===== config.mk =====
export PLATFORM = sky130hd
export DESIGN_NAME = pipe_stage_skid_flat
export DESIGN_NICKNAME = d
export VERILOG_FILES = /design/src/rtl/pipe_stage_skid_pkg.sv /design/src/rtl/pipe_stage_skid_if.sv /design/src/rtl/pipe_stage_skid_ctrl.sv /design/src/rtl/pipe_stage_skid.sv /design/src/flat_wrapper.sv
export SDC_FILE = /design/constraint.sdc
export NUM_CORES = 1
export LEC_CHECK = 0
export ABC_AREA = 1
export BUFFER_PORTS_ARGS = -buffer_cell sky130_fd_sc_hd__buf_2
export CAP_MARGIN = 20
export CORE_MARGIN = 1.5
export CORE_UTILIZATION = 30
export CTS_BUF_LIST = sky130_fd_sc_hd__clkbuf_8
export DETAILED_ROUTE_END_ITERATION = 6
export GPL_TIMING_DRIVEN = 0
export MAX_ROUTING_LAYER = met4
export PLACE_DENSITY = 0.58
export REMOVE_ABC_BUFFERS = 1
export SYNTH_ARGS = -nofsm -noshare
export SYNTH_HDL_FRONTEND = slang
export SYNTH_SLANG_ARGS = --single-unit

===== constraint.sdc =====
create_clock -name clk -period 2.2 [get_ports clk]
set_input_delay 0.44 -clock clk [delete_from_list [all_inputs] [get_ports clk]]
set_output_delay 0.44 -clock clk [all_outputs]
set_load 0.03 [all_outputs]

===== src/rtl/pipe_stage_skid_pkg.sv =====
// pipe_stage_skid_pkg: shared skid-FSM state encodings and per-stage payload bundle widths
package pipe_stage_skid_pkg;
    typedef enum logic [1:0] {
        ST_EMPTY = 2'd0,
        ST_BUSY  = 2'd1,
        ST_FULL  = 2'd2
    } skid_state_e;
    localparam int IFU_W = 64;
    localparam int IDU_W = 96;
    localparam int EXU_W = 128;
    localparam int LSU_W = 96;
    localparam int WBU_W = 40;
endpackage


===== src/rtl/pipe_stage_skid_if.sv =====
// pipe_stage_skid_if: one valid/ready/data channel between pipeline stages
interface pipe_stage_skid_if #(
    parameter int WIDTH = 32
);
    logic             valid;
    logic             ready;
    logic [WIDTH-1:0] data;
    modport master (output valid, data, input ready);
    modport slave (input valid, data, output ready);
endinterface


===== src/rtl/pipe_stage_skid_ctrl.sv =====
// pipe_skid_ctrl: 2-entry skid FSM with registered in_ready/out_valid and payload load enables
module pipe_skid_ctrl
    import pipe_stage_skid_pkg::*;
(
    input  logic clk,
    input  logic rst,
    input  logic flush,
    input  logic in_valid,
    input  logic out_ready,
    output logic in_ready,
    output logic out_valid,
    output logic load_main,
    output logic load_skid,
    output logic sel_skid
);
    skid_state_e state, state_nx;
    logic fire_in, fire_out;
    always_comb begin
        fire_in   = in_valid && in_ready;
        fire_out  = out_valid && out_ready;
        sel_skid  = state == ST_FULL;
        load_main = !flush && (state == ST_FULL ? fire_out :
                               state == ST_BUSY ? fire_in && fire_out : fire_in);
        load_skid = !flush && state == ST_BUSY && fire_in && !fire_out;
        state_nx  = flush ? ST_EMPTY :
                    state == ST_EMPTY ? (fire_in ? ST_BUSY : ST_EMPTY) :
                    state == ST_BUSY ? (fire_in && !fire_out ? ST_FULL :
                                        !fire_in && fire_out ? ST_EMPTY : ST_BUSY) :
                    (fire_out ? ST_BUSY : ST_FULL);
    end
    // in_ready/out_valid are decoded from the next state so both leave as flop outputs
    always_ff @(posedge clk) begin
        if (rst) begin
            state     <= ST_EMPTY;
            in_ready  <= 1'b1;
            out_valid <= 1'b0;
        end else begin
            state     <= state_nx;
            in_ready  <= state_nx != ST_FULL;
            out_valid <= state_nx != ST_EMPTY;
        end
    end
endmodule


===== src/rtl/pipe_stage_skid.sv =====
// pipe_stage_skid: generic inter-stage pipeline register, optional 2-entry skid, saturating stall counter
module pipe_stage_skid
    import pipe_stage_skid_pkg::*;
#(
    parameter int               WIDTH     = 32,
    parameter logic [WIDTH-1:0] RESET_VAL = '0,
    parameter bit               SKID      = 1'b0,
    parameter int               CNT_W     = 16
) (
    input  logic                    clk,
    input  logic                    rst,
    pipe_stage_skid_if.slave        up,
    pipe_stage_skid_if.master       dn,
    input  logic                    flush,
    output logic [CNT_W-1:0]        stall_cnt
);
    logic             load_main;
    logic [WIDTH-1:0] main_d;
    if (SKID) begin : g_skid
        logic             load_skid, sel_skid;
        logic [WIDTH-1:0] skid_q;
        pipe_skid_ctrl u_ctrl (
            .clk       (clk),
            .rst       (rst),
            .flush     (flush),
            .in_valid  (up.valid),
            .out_ready (dn.ready),
            .in_ready  (up.ready),
            .out_valid (dn.valid),
            .load_main (load_main),
            .load_skid (load_skid),
            .sel_skid  (sel_skid)
        );
        always_ff @(posedge clk) begin
            if (load_skid) skid_q <= up.data;
        end
        assign main_d = sel_skid ? skid_q : up.data;
    end else begin : g_single
        logic valid_q;
        assign up.ready  = !valid_q || dn.ready;
        assign load_main = !flush && up.valid && up.ready;
        assign main_d    = up.data;
        assign dn.valid  = valid_q;
        always_ff @(posedge clk) begin
            if (rst) valid_q <= 1'b0;
            else     valid_q <= !flush && (load_main || (valid_q && !dn.ready));
        end
    end
    always_ff @(posedge clk) begin
        if (rst)            dn.data <= RESET_VAL;
        else if (load_main) dn.data <= main_d;
    end
    always_ff @(posedge clk) begin
        if (rst)                                         stall_cnt <= '0;
        else if (dn.valid && !dn.ready && stall_cnt != '1) stall_cnt <= stall_cnt + 1'b1;
    end
endmodule


===== src/flat_wrapper.sv =====
// flat-port wrapper written by rule: the top's interface ports become plain ports
module pipe_stage_skid_flat import pipe_stage_skid_pkg::*;
#(
    parameter int               WIDTH     = 32,
    parameter logic [WIDTH-1:0] RESET_VAL = '0,
    parameter bit               SKID      = 1'b0,
    parameter int               CNT_W     = 16
)
  (clk, rst, flush, stall_cnt, up_valid, up_data, up_ready, dn_valid, dn_data, dn_ready);
  pipe_stage_skid_if #(.WIDTH(WIDTH)) up_i ();
  pipe_stage_skid_if #(.WIDTH(WIDTH)) dn_i ();
  input  logic clk;
  input  logic rst;
  input  logic flush;
  output logic [CNT_W-1:0] stall_cnt;
  input wire logic [$bits(up_i.valid)-1:0] up_valid;
  input wire logic [$bits(up_i.data)-1:0] up_data;
  output wire logic [$bits(up_i.ready)-1:0] up_ready;
  output wire logic [$bits(dn_i.valid)-1:0] dn_valid;
  output wire logic [$bits(dn_i.data)-1:0] dn_data;
  input wire logic [$bits(dn_i.ready)-1:0] dn_ready;
  assign up_i.valid = up_valid;
  assign up_i.data = up_data;
  assign up_ready = up_i.ready;
  assign dn_valid = dn_i.valid;
  assign dn_data = dn_i.data;
  assign dn_i.ready = dn_ready;
  pipe_stage_skid #(.WIDTH(WIDTH), .RESET_VAL(RESET_VAL), .SKID(SKID), .CNT_W(CNT_W)) u_core (.clk(clk), .rst(rst), .up(up_i), .dn(dn_i), .flush(flush), .stall_cnt(stall_cnt));
endmodule

==> out/metrics.yaml, run 1 <==
worst_setup_path:
  startpoint_type: "register"
  critPathMaxStageDelay_ps: 340
  cp_max_fo: 9
  arrival_ps: 1340
  required_ps: 1760
  cp-end-kind: "primary output"
  critPathKind: "register to primary output"
  crit_path_cell_trace: "inv_1 -> nor2_4 -> inv_2 -> buf_2"
  cp_slowest_cell: "dfxtp_1"
routing:
  wl_mm: 5.49
  via_count: 2118
  wl_per_cell_um: 11.9
  drt_iter0_markers: 52
  antenna_left: 0
  viasPerCell: 4.60
  remaining_drc_errors: 0
  first_pass_iters: 4
cts:
  cts_buffer_depth: 2
  cts_sinks: 49
  holdBufCountCts: 0
  insertion_delay_ps: 300
  clk_pin_slew_ps: 100
  numCtsBuffers: 5
  cts.htree.levels: 2
  cts_tree: "yes"
  cts-root-buf: "clkbuf_8"
synthesis:
  ys_seq_area_share_pct: 47.0
  syn_area_per_cell_um2: 7.12
  synth-seq-cells: 49
  syn_area_um2: 2090
  synthCells: 293
  synthDistinctLibCells: 20
  ys_warn_count: 0
timing:
  rsz0062_at_grt: "no"
  min_period_over_period_pct: 81.1
  slew_violations: 0
  skew_ps: 6.32
  hold_ws_ps: 303
  worstMarginPinSlew_ps: 755
  hold_viol: 0
  finalSetupViolCount: 0
  min_period_ps: 1780
  slew_headroom_pct: 49.6
  fmax_mhz: 561
  setup_ws_ps: 417
power:
  leakage_uw: 0.00131
  power_frac_comb_pct: 15.5
  seq_power_share_pct: 53.8
  power_switching_share_pct: 29.3
  ir_drop_mv: 0.380
  p_int_uw: 1240
  switchingPower_uw: 515
  clkPwrFrac_pct: 30.7
  p_per_area_nw_per_um2: 646
  finalPower_uw: 1760
global_route:
  grt_max_degree: 28
  grt_pass1_wl_mm: 8.99
  grt_antenna_before_repair: 0
  grt_use_total_pct: 15.7
  grt_overflow: 0
  grt_pass1_vias: 1964
placement:
  hpwl_mm: 3.51
  portBuffers: 86
  gp_congestion: 0.767
  pre_cts_ws_ps: -497
outcome:
  status: "finished clean"
final_layout:
  utilization_pct: 40.3
  filler_cell_count: 737
  n_antenna_cell: 0
  syn_to_final_growth_pct: 30.6
  mostFrequentLayoutCells: "nor2_1 (103), buf_2 (86), dfxtp_1 (49)"
  drive_gt1_share_pct: 29.7
  layout_commonest_cell: "nor2_1"
  nNetsFinal: 417
die:
  start_util_pct: 30.9
  fp.dieH_um: 86.4
  dieArea_um2: 7470
  num_rows: 30
  die_x_um: 86.4
  ios: 87
  core_um2: 6760
hold_path:
  hp-class: "input pin to register"
job:
  cap_violations: 0
## registers in the layout (all words and copies together) (netlist names)
| signal | cells |
|---|---|
| u_core.dn.data | 32 |
| u_core.stall_cnt | 16 |
| u_core.dn.valid | 1 |
## synth_stat cells
master    instances  area, um2
inv_1            14       52.6
dfxtp_1          49        981
nand2_2           2       12.5
nand4_1           1       6.26
nor2_1          103        387
buf_6             2       22.5
nand3_2           1       10.0
nor2_2            1       6.26
clkbuf_1          6       22.5
nand2_1          41        154
buf_2             5       25.0
nand3_1          14       70.1
ha_1              1       12.5
nand4_4           1       21.3
inv_2             1       3.75
a21oi_1          12       60.1
o21ai_0          32        160
nor3_4            1       16.3
nor2_4            5       56.3
a211oi_1          1       7.51
## what timing repair did
action                                  CTS  global route
buffers inserted                          0             2
pin swaps                                 1             1
gates resized for setup                   2             0
endpoints found under the setup margin   32            27
cloned                                    2             0
## final timing paths
kind	startpoint	to	slack [ps]	cells past startpoint
setup reg to reg	u_core.stall_cnt[0]	u_core.stall_cnt[13]	620	8
setup / recovery	u_core.dn.valid	up_ready	420	4
hold reg to reg	u_core.dn.data[5]	u_core.dn.data[5]	510	2
hold / removal	rst	u_core.dn.valid	300	2
## cells by family after synthesis
logic type | Yosys count | synth area share (%)
compound gates | 45 | 10.9
fa+ha+maj | 1 | 0.599
flops | 49 | 47.0
simple gates | 170 | 35.4
buf+inv | 28 | 6.05
## cell type report
type	instances	area (um2)	area share, %
well taps	80	100	3.67
repair inverters	1	7.51	0.275
multi-input cells	217	990	36.3
repair buffers	90	497	18.2
clock buffers	5	68.8	2.53
clock inverters	3	21.3	0.781
inverters	15	60.1	2.20
flip-flops and latches	49	981	36.0
## metrics by stage
step | cell area, um2 | TNS (ps) | std cells
after floorplan | 2020 | 0 | 280
after global placement | 2550 | -16530 | 446
after detailed placement | 2570 | -15330 | 447
after CTS | 2690 | 0 | 457
after global routing | 2730 | 0 | 460
final | 2730 | 0 | 460
## power groups by stage
| stage | clock network [uW] | logic [uW] | registers (uW) |
|---|---|---|---|
| after floorplan | 0 | 71.3 | 1050 |
| after global placement | 0 | 252 | 966 |
| after detailed placement | 0 | 259 | 967 |
| after CTS | 570 | 267 | 948 |
| after global routing | 597 | 298 | 953 |
| final | 541 | 272 | 948 |
## critical path: cells and delay by family, from the launching register on
family,cells,cell delay (ps)
simple gates,1,260
flops,1,340
buf+inv,3,440
## per-layer routing
metal,vias to the layer above,track usage [%],part of all wire (%)
met2,71,26.3,45
li1,1103,-,-
met1,942,18.9,49
met3,2,4.10,6.4
met4,0,3.52,0.38
met5,-,-,0
Note: power is estimated with default switching activity, not from simulation.
==> inputs of run 2 (changes only) <==
--- a/config.mk
+++ b/config.mk
@@ -14,7 +14,7 @@
 export DETAILED_ROUTE_END_ITERATION = 6
 export GPL_TIMING_DRIVEN = 0
 export MAX_ROUTING_LAYER = met4
-export PLACE_DENSITY = 0.58
+export PLACE_DENSITY = 0.6
 export REMOVE_ABC_BUFFERS = 1
 export SYNTH_ARGS = -nofsm -noshare
 export SYNTH_HDL_FRONTEND = slang
==> constraint.sdc (replaced) <==
create_clock -name clk -period 1.6 [get_ports clk]
set_input_delay 0.32 -clock clk [delete_from_list [all_inputs] [get_ports clk]]
set_output_delay 0.32 -clock clk [all_outputs]
set_load 0.03 [all_outputs]
==> run 2 against run 1 <==
Hold slack got worse by 120 ps. Cell count rose by 0.65%. Final area increased by 2.8%. Critical path depth did not move. Critical endpoint unchanged. Sequential power increased by 37%. Clock power grew 47%.
==> out/metrics.yaml, run 2 (same netlist as run 1, synthesis figures left out) <==
global_route:
  grt_antenna_before_repair: 0
  grt_pass1_wl_mm: 8.77
  grt_overflow: 0
  grt_pass1_vias: 1949
  grt_max_degree: 30
  grt_use_total_pct: 15.2
worst_setup_path:
  critPathKind: "register to primary output"
  cp_max_fo: 8
  arrival_ps: 1200
  startpoint_type: "register"
  required_ps: 1280
  cp-end-kind: "primary output"
routing:
  wl_per_cell_um: 11.8
  antenna_left: 0
  drt_iter0_markers: 48
  wl_mm: 5.48
  via_count: 2154
  first_pass_iters: 4
  remaining_drc_errors: 0
  viasPerCell: 4.65
final_layout:
  multi_input_comb_area_um2: 1020
  syn_to_final_growth_pct: 34.2
  regArea_um2: 982
  n_antenna_cell: 0
  drive_gt1_share_pct: 30.5
  regMostFlops: "u_core.dn.data"
  nNetsFinal: 420
  layout_commonest_cell: "nor2_1"
  final_cells: 463
  design_area_um2: 2800
  filler_cell_count: 753
  largest_register_ffs: 32
  mostFrequentLayoutCells: "nor2_1 (103), buf_2 (86), dfxtp_1 (48)"
cts:
  cts-root-buf: "clkbuf_8"
  numCtsBuffers: 5
  cts_buffer_depth: 2
  clk_pin_slew_ps: 90
  cts.htree.levels: 2
  cts_tree: "yes"
  holdBufCountCts: 0
  insertion_delay_ps: 300
  cts_sinks: 49
timing:
  hold_viol: 0
  rsz0062_at_grt: "no"
  skew_ps: 11.5
  slew_headroom_pct: 51.0
  worstMarginPinSlew_ps: 734
  min_period_ps: 1520
  finalSetupViolCount: 0
  slew_violations: 0
  fmax_mhz: 656
  min_period_over_period_pct: 95.3
  fin_setup_tns_ps: 0
die:
  fp.dieH_um: 86.4
  dieArea_um2: 7470
  num_rows: 30
  ios: 87
  start_util_pct: 30.9
  die_x_um: 86.4
  core_um2: 6760
power:
  p_per_area_nw_per_um2: 886
  leakage_uw: 0.00135
  ir_drop_mv: 0.452
placement:
  post_dp_cell_area_um2: 2570
  numPlacedInstances: 447
  portBuffers: 86
  hpwl_mm: 3.51
  gp_congestion: 0.742
hold_path:
  hp-class: "input pin to register"
outcome:
  status: "finished clean"
job:
  cap_violations: 0
-- run 2: critical path: stages (launching register included) --
cell	delay [ps]
dfxtp_1	340
inv_1	60
nor2_4	190
inv_2	120
buf_2	200
-- run 2: final timing paths --
kind                           start                  to  slack (ps)  cells past startpoint
hold reg to reg   u_core.dn.data[19]  u_core.dn.data[19]         520                      2
setup reg to reg     u_core.dn.valid  u_core.dn.data[22]         120                      8
setup / recovery     u_core.dn.valid            up_ready          80                      4
hold / removal                   rst     u_core.dn.valid         190                      2
-- run 2: metrics by stage --
step | setup slack [ps] | total power (uW) | hold slack, ps | utilization, %
global placement | -962 | 1670 | 486 | 37.7
global route | 0.143 | 2590 | 174 | 41.4
detailed placement | -948 | 1680 | 494 | 38.1
CTS | 20.3 | 2520 | 177 | 40.8
floorplan | -303 | 1540 | 393 | -
finish | 75.8 | 2480 | 188 | 41.4
-- run 2: area by class of cell --
type	count	area share, %
Clock buffer	6	2.95
Clock inverter	2	0.626
Inverter	15	2.14
Multi-Input combinational cell	218	36.3
Sequential cell	49	35.1
Tap cell	80	3.57
Timing Repair Buffer	92	19.0
Timing Repair inverter	1	0.268
-- run 2: layer usage --
metal  up-vias  GRT usage [%]  share of wire [%]
li1       1111              -                  -
met1       972           19.4                 49
met2        65           24.0                 44
met3         6           3.52                6.2
met4         0           4.40                1.1
met5         -              -                  0
-- run 2: power by group --
group | leakage, uW | internal [uW] | switching [uW] | total (uW)
clock network | 0.0000518 | 360 | 433 | 793
registers | 0.000402 | 1280 | 26.1 | 1300
logic | 0.000898 | 134 | 253 | 386
total | 0.00135 | 1770 | 712 | 2480
-- run 2: repair_timing --
action                                  in CTS  in global routing
setup buffers                                4                  1
gates cloned                                 2                  1
gates resized for setup                      3                  2
endpoints found under the setup margin      33                 28
pin swaps                                    2                  2
hold endpoints to repair                     0                  0
==> inputs of run 3 (changes only) <==
--- a/config.mk
+++ b/config.mk
@@ -18,4 +18,5 @@
 export REMOVE_ABC_BUFFERS = 1
 export SYNTH_ARGS = -nofsm -noshare
 export SYNTH_HDL_FRONTEND = slang
+export SYNTH_HIERARCHICAL = 1
 export SYNTH_SLANG_ARGS = --single-unit
==> run 3 against run 2 <==
First-iteration DRC count up 38%. Largest cell class unchanged. Clock skew down 2.0 ps. Largest power group unchanged. Register-to-register slack about the same. Non-clock buffer count down 1. Total power up 0.21%. Flip-flop and latch count unchanged. Synthesized cell count up 4.1%. Synthesized area up 3.3%. Hold slack better by 1.8 ps. Setup slack better by 53 ps. Core utilization about the same. Clock power up 1%.
==> out/metrics.yaml, run 3 <==
outcome:
  status: "finished clean"
routing:
  first_pass_iters: 4
  via_count: 2206
  drt_iter0_markers: 66
  antenna_left: 0
  remaining_drc_errors: 0
  viasPerCell: 4.49
  wl_mm: 5.49
  wl_per_cell_um: 11.2
synthesis:
  synth_ff_type: "dfxtp_1"
  synthArstFlopShare_pct: 0
  synth_top_area_share_pct: 45.5
  synth_xor_area_share_pct: 0.813
  synthDistinctLibCells: 23
  post_synth_fa_ha_maj_area_fraction_pct: 0.580
  synthCells: 305
  synth_edf_count: 0
  synth.area.mux_share_pct: 0
  ys_top_cells_by_area: "dfxtp_1 (46%), nor2_1 (16%), o21ai_0 (7.9%)"
  synth_top_family_by_area: "simple AND/OR/NAND/NOR gates"
  ys_seq_area_share_pct: 45.5
  syn_area_per_cell_um2: 7.07
  ys_warn_count: 6
  syn_area_um2: 2160
  synth-compound-area-share_pct: 10.7
  synth-seq-cells: 49
  synth_simple_gate_area_share_pct: 36.4
  synth_largest_area_cell: "dfxtp_1"
  synth_most_common_cell: "nor2_1"
  netlist_top_cells_count: "nor2_1 (93), dfxtp_1 (49), nand2_1 (42)"
final_layout:
  final_cells: 491
  nNetsFinal: 432
  regMostFlops: "u_core/dn.data"
  mostFrequentLayoutCells: "nor2_1 (92), buf_2 (86), dfxtp_1 (48)"
  n_antenna_cell: 0
  filler_cell_count: 757
  largest_register_ffs: 32
  layout_commonest_cell: "nor2_1"
  syn_to_final_growth_pct: 32.0
  drive_gt1_share_pct: 32.7
cts:
  numCtsBuffers: 5
  insertion_delay_ps: 310
  cts_buffer_depth: 2
  cts-root-buf: "clkbuf_8"
  cts_tree: "yes"
  cts_sinks: 49
  clk_pin_slew_ps: 90
  cts.htree.levels: 2
power:
  ir_drop_mv: 0.486
  leakage_uw: 0.00133
  finalPower_uw: 2490
  p_per_area_nw_per_um2: 874
timing:
  slew_violations: 0
  skew_ps: 9.44
  rsz0062_at_grt: "no"
  finalSetupViolCount: 0
  min_period_over_period_pct: 92.0
  fmax_mhz: 680
  min_period_ps: 1470
  worstMarginPinSlew_ps: 441
  hold_viol: 0
  slew_headroom_pct: 70.5
die:
  ios: 87
  core_um2: 6870
  die_x_um: 87.8
  fp.dieH_um: 87.8
  num_rows: 30
  dieArea_um2: 7700
  start_util_pct: 31.4
global_route:
  grt_pass1_wl_mm: 9.07
  grt_pass1_vias: 1963
  grt_use_total_pct: 15.2
  grt_antenna_before_repair: 0
  grt_max_degree: 35
  grt_overflow: 0
worst_setup_path:
  crit_end: "u_core/stall_cnt[15]"
  critPathKind: "register to register"
  cp-end-kind: "register"
  cp_max_fo: 6
  r2r-start: "u_core/stall_cnt[8]"
  startpoint_type: "register"
  required_ps: 1810
  r2r-end: "u_core/stall_cnt[15]"
  cp-startpoint: "u_core/stall_cnt[8]"
  reg2reg_slack_ps: 130
  arrival_ps: 1680
  r2r_cells: 7
placement:
  numPlacedInstances: 478
  gp_congestion: 0.912
  portBuffers: 86
  hpwl_mm: 3.82
job:
  cap_violations: 0
hold_path:
  hp-class: "input pin to register"
## run 3: cell families after synthesis
kind of cell,count (synthesis)
fa+ha+maj,1
xor+xnor,2
flops,49
simple gates,176
buf+inv,33
compound gates,44
## run 3: worst min path at each step
| stage | start | endpoint | slack, ps | cells past startpoint |
|---|---|---|---|---|
| 4_1_cts | flush | u_core/dn.valid | 180 | 2 |
| 3_5_place_dp | u_core/dn.data[1] | u_core/dn.data[1] | 470 | 2 |
| 5_1_grt | flush | u_core/dn.valid | 180 | 2 |
| 2_1_floorplan | rst | u_core/stall_cnt[2] | 380 | 1 |
| 6_report | flush | u_core/dn.valid | 190 | 2 |
| 3_3_place_gp | u_core/dn.data[9] | u_core/dn.data[9] | 460 | 2 |
## run 3: per-stage QoR
| step | area (um2) | TNS (ps) | setup slack (ps) | util, % | hold slack (ps) |
|---|---|---|---|---|---|
| 2_1_floorplan | 2110 | -12560 | -392 | - | 382 |
| 3_3_place_gp | 2660 | -30890 | -927 | 38.8 | 457 |
| 3_5_place_dp | 2690 | -28510 | -906 | 39.2 | 467 |
| 4_1_cts | 2840 | 0 | 83.2 | 41.3 | 177 |
| 5_1_grt | 2850 | 0 | 1.25 | 41.4 | 184 |
| 6_report | 2850 | 0 | 128 | 41.4 | 190 |
## run 3: where the power goes
| part | internal, uW | leakage (uW) | switching [uW] | total (uW) |
|---|---|---|---|---|
| sequential | 1280 | 0.000402 | 28.0 | 1300 |
| combinational | 129 | 0.000878 | 250 | 379 |
| clock | 360 | 0.0000518 | 443 | 803 |
| total | 1770 | 0.00133 | 722 | 2490 |
## run 3: final cells by class
type	instances	area [um2]	area share (%)
Timing Repair Buffer	91	488	17.1
Clock inverter	2	17.5	0.615
Multi-Input combinational cell	223	1060	37.2
Tap cell	96	120	4.22
Inverter	23	90.1	3.16
Sequential cell	49	982	34.5
Clock buffer	6	82.6	2.90
Timing Repair inverter	1	7.51	0.264
## run 3: metal layers
metal	track usage, %	routed length (um)	share of wire (%)
met2	23.2	2390	43
met5	-	0	0
met1	19.1	2570	47
met3	4.81	477	8.7
met4	4.62	61	1.1
## run 3: critical path, cell delays in order, from the launching register on
cell,delay (ps)
dfxtp_1,410
nand2_1,160
nor2_2,270
nand3_1,120
nor2_1,210
nand3_1,100
nand2_1,70
nor2_1,30
## run 3: timing repair
item                                    CTS  global route
endpoints found under the setup margin   32             5
hold endpoints to repair                  0             0
gates cloned                              1             0
hold buffers                              0             0
resized for setup                         4             3
setup buffers                             4             0
